## src/rtl/serdes_lb_pkg.sv

```systemverilog
// Shared definitions for the SERDES loopback incrementing byte pattern (01..08 wrapping).
package serdes_lb_pkg;

    typedef enum logic [1:0] {
        HUNT   = 2'd0,
        VERIFY = 2'd1,
        LOCKED = 2'd2
    } state_e;

    localparam logic [7:0] PAT_MIN = 8'h01;
    localparam logic [7:0] PAT_MAX = 8'h08;

    function automatic logic [7:0] nxt_byte(input logic [7:0] b);
        return (b == PAT_MAX) ? PAT_MIN : b + 8'd1;
    endfunction

endpackage

```

## src/rtl/serdes_pat_gen.sv

```systemverilog
// Expected-word generator: from a starting byte P builds the N-byte word and the next P.
module serdes_pat_gen
    import serdes_lb_pkg::*;
#(
    parameter int DATA_W = 16
) (
    input  logic [7:0]        p_i,
    output logic [DATA_W-1:0] word_o,
    output logic [7:0]        p_next_o
);
    localparam int N = DATA_W / 8;

    logic [7:0] b;

    always_comb begin
        b      = p_i;
        word_o = '0;
        for (int i = 0; i < N; i++) begin
            word_o[8*i +: 8] = b;
            b                = nxt_byte(b);
        end
        p_next_o = b;
    end
endmodule

```

## config.mk

```make
export PLATFORM = sky130hd
export DESIGN_NAME = serdes_pat_gen
export DESIGN_NICKNAME = d
export VERILOG_FILES = /design/src/rtl/serdes_lb_pkg.sv /design/src/rtl/serdes_pat_gen.sv
export SDC_FILE = /design/constraint.sdc
export NUM_CORES = 1
export LEC_CHECK = 0
export CAP_MARGIN = 5
export CORE_MARGIN = 4
export CORE_UTILIZATION = 34
export DETAILED_ROUTE_END_ITERATION = 16
export PLACE_DENSITY_LB_ADDON = 0.3
export SYNTH_ARGS = -nofsm -noshare
export SYNTH_HDL_FRONTEND = slang
export SYNTH_SLANG_ARGS = --single-unit
```

## constraint.sdc

```tcl
create_clock -name vclk -period 1.77
set_clock_uncertainty 0.15 [all_clocks]
set_input_delay 0.2655 -clock vclk [all_inputs]
set_output_delay 0.2655 -clock vclk [all_outputs]
set_load 0.05 [all_outputs]
```

==> qor.yml, run 1 <==
outcome: "aborted with a tool error"
failing_step: "detailed placement (3_5_place_dp)"
error: "[ERROR DPL-0038] Utilization greater than 100%, impossible to legalize"
ys_seq_area_frac: 0
synth-simple-area-share: 0.3499
die_x_um: 44.55
synth_top_area_share: 0.1350
synth_xor_area_frac: 0.2920
yosys.area.top_type: "xor2_1"
synthAdderAreaFrac: 0.1102
initial_core_util: 0.3829
ios: 32
netlist_area_um2: 454.2
synth.most_common_cell: "buf_4"
yosys-top-cells-count: "buf_4 (8), xor2_1 (7), nand3_1 (5), xnor2_1 (5)"
synth_top_family_by_area: "simple AND/OR/NAND/NOR gates"
synth_nets: 71
ys_types: 24
fp.dieH_um: 44.55
syn_inst: 59
avgSynthCellArea_um2: 7.698
yosysWarnings: 0
synth.top_cells.by_area: "xor2_1 (13%), buf_4 (13%), ha_1 (11%)"
synth_compound_area_frac: 0.06887
gp_congestion: 0.8710
num_rows: 12
port_buffers: 32
yosys-mux-area-fraction: 0.02204
## cells by family after synthesis
group / after synthesis
simple gates: 25
xor+xnor: 13
buf+inv: 11
compound gates: 5
fa+ha+maj: 4
mux: 1
## per-stage QoR
| stage | area [um^2] | worst slack [ns] | instances | hold WS, ns |
|---|---|---|---|---|
| after global placement | 1413 | -0.9345 | 136 | 1.109 |
| after floorplan | 639.4 | -0.5875 | 59 | 0.5007 |
==> run 2, diff against run 1 <==
--- a/config.mk
+++ b/config.mk
@@ -6,10 +6,10 @@
 export NUM_CORES = 1
 export LEC_CHECK = 0
 export CAP_MARGIN = 5
-export CORE_MARGIN = 4
-export CORE_UTILIZATION = 34
+export CORE_AREA = 4 4 65 67
 export DETAILED_ROUTE_END_ITERATION = 16
-export PLACE_DENSITY_LB_ADDON = 0.3
+export DIE_AREA = 0 0 69 71
+export PLACE_DENSITY_LB_ADDON = 0.15
 export SYNTH_ARGS = -nofsm -noshare
 export SYNTH_HDL_FRONTEND = slang
 export SYNTH_SLANG_ARGS = --single-unit
==> constraint.sdc (replaced) <==
create_clock -name vclk -period 2.3
set_clock_uncertainty 0.15 [all_clocks]
set_input_delay 0.345 -clock vclk [all_inputs]
set_output_delay 0.345 -clock vclk [all_outputs]
set_load 0.05 [all_outputs]
==> run 2 against run 1 <==
The flow now finishes, with violations (negative setup slack). Synthesized cell count unchanged. Synthesized area unchanged.
==> qor.yml, run 2 <==
finalHoldViolations: 0
drive_gt1_frac: 0.8374
drcViolationCount: 0
vias_per_cell: 3.754
worst_pin_slew_ns: 0.2911
yosysWarnings: 0
grt_max_degree: 7
period_share: 1.007
wl_per_cell_um: 10.90
outcome: "complete, but fails checks"
fin_nets: 137
period_needed_ns: 2.315
antenna_found_initial: 0
core_area_mm2: 0.003633
final_common_cell: "buf_4"
initial_core_util: 0.1250
grt_pass1_vias: 679
cp-end-kind: "output pin"
min_to: "word_o[2]"
path_cells: "buf_8, buf_6, nand3_4, xnor2_4, nand3_2, or4_4, and3_4, buf_8"
utilization: 0.4384
num_rows: 22
ios: 32
violations: "negative setup slack"
required_ns: 1.80
register_area_um2: 0
slowest_delay_ns: 0.58
crit_path_frequent_cell: "buf_8"
ant_nets: 0
pwr_density_cell_mw_per_mm2: 292.7
syn_inst: 59
grt.total_usage: 0.07420
min_path_cells: 3
hp-class: "in -> out"
path_max_fanout: 6
multi_input_comb_area_um2: 650.6
synth_nets: 71
drtPass1Iterations: 4
nFlopsAndLatches: 0
final_cells: 171
fillers: 362
postCtsHoldBufs: 0
setup_viol: 3
dp_hpwl_um: 1550
power.leakage_nw: 0.7048
post_dp_cell_area_mm2: 0.001343
final_cell_mix: "buf_4 (30), buf_12 (22), buf_6 (12)"
crit_slowest_cell: "or4_4"
met3_usage: 0.008523
area_growth_pct: 250.7
grt_first_pass_wirelength_um: 3187
netlist_area_um2: 454.2
slew_violations: 0
tns_ns: -0.01835
synth.most_common_cell: "buf_4"
grt.overflow.total: 0
dp_cells: 160
stdcell_area_mm2: 0.001593
timing.slew.headroom: 0.8058
antennaDiodeCount: 0
crit_type: "in -> out"
use_met2: 0.1441
avgSynthCellArea_um2: 7.698
worst_ir_drop_vdd_uv: 160.9
yosys.area.top_type: "xor2_1"
final.setup.worst_slack_ns: -0.01533
min_from: "p_i[2]"
critPathLaunchType: "primary input"
synth_top_area_share: 0.1350
fp.dieH_um: 71
clkbuf_count: 0
die_area_mm2: 0.004899
drv_cap: 0
port_buffers: 32
fmax_ghz: 0.4319
synth.top_cells.by_area: "xor2_1 (13%), buf_4 (13%), ha_1 (11%)"
crit_arrival_ns: 1.82
ys_types: 24
gp_congestion: 0.7112
initialDrtViolationCount: 6
yosys-top-cells-count: "buf_4 (8), xor2_1 (7), nand3_1 (5), xnor2_1 (5)"
top_usage_layer: "met2"
die_x_um: 69
via_count: 642
rsz0062_at_grt: "yes"
met1_usage: 0.09259
wl_um: 1864
ys_seq_area_frac: 0
==> run 2: worst max-delay path by stage <==
stage	start	to	cells past startpoint
final	p_i[1]	p_next_o[3]	8
after global routing	p_i[1]	p_next_o[7]	9
after CTS	p_i[1]	p_next_o[3]	8
after detailed placement	p_i[1]	p_next_o[2]	8
after global placement	p_i[1]	p_next_o[2]	8
after floorplan	p_i[0]	p_next_o[7]	6
==> run 2: final cells by class <==
| class | instances | area share |
|---|---|---|
| Timing Repair Buffer | 72 | 0.5467 |
| Inverter | 3 | 0.007070 |
| Tap cell | 48 | 0.03771 |
| Multi-Input combinational cell | 48 | 0.4085 |
==> run 2: through the flow <==
| step | setup WS (ns) | power (mW) | hold slack (ns) |
|---|---|---|---|
| global placement | -0.5922 | 0.4097 | 1.299 |
| CTS | -0.007016 | 0.4549 | 0.8836 |
| detailed placement | -0.6242 | 0.4106 | 1.292 |
| global route | -0.09241 | 0.4866 | 0.8744 |
| floorplan | -0.2165 | 0.2122 | 0.6791 |
| finish | -0.01533 | 0.4662 | 0.8577 |
==> run 2: critical path, delay by kind of cell <==
| family | cells | cell delay [ns] |
|---|---|---|
| simple gates | 4 | 0.94 |
| buf+inv | 3 | 0.35 |
| xor+xnor | 1 | 0.18 |
==> run 2: logic make-up after synthesis <==
logic type                 share of synthesized area
and+or+nand+nor                               0.3498
xor gates and xnor gates                      0.2920
buffers and inverters                         0.1570
AOI/OAI and AO/OA                            0.06887
adders and majority gates                     0.1102
muxes                                        0.02204
==> run 2: layer usage <==
layer,vias to the layer above,part of all wire
met1,296,0.41
met4,0,0
li1,327,-
met5,-,0
met2,19,0.55
met3,0,0.040
==> run 2: what timing repair did <==
| item | 4_1_cts | 5_1_grt |
|---|---|---|
| pin swaps | 9 | 10 |
| gates cloned | 0 | 0 |
| setup buffers | 10 | 2 |
| setup endpoints to repair | 14 | 8 |
| resized for setup | 64 | 10 |
==> run 2: power by group <==
part           switching, mW  internal [mW]  total [mW]
Combinational          0.231          0.235       0.466
Clock                      0              0           0
Sequential                 0              0           0
Total                  0.231          0.235       0.466
No activity file was read; power rests on OpenSTA's default activity.
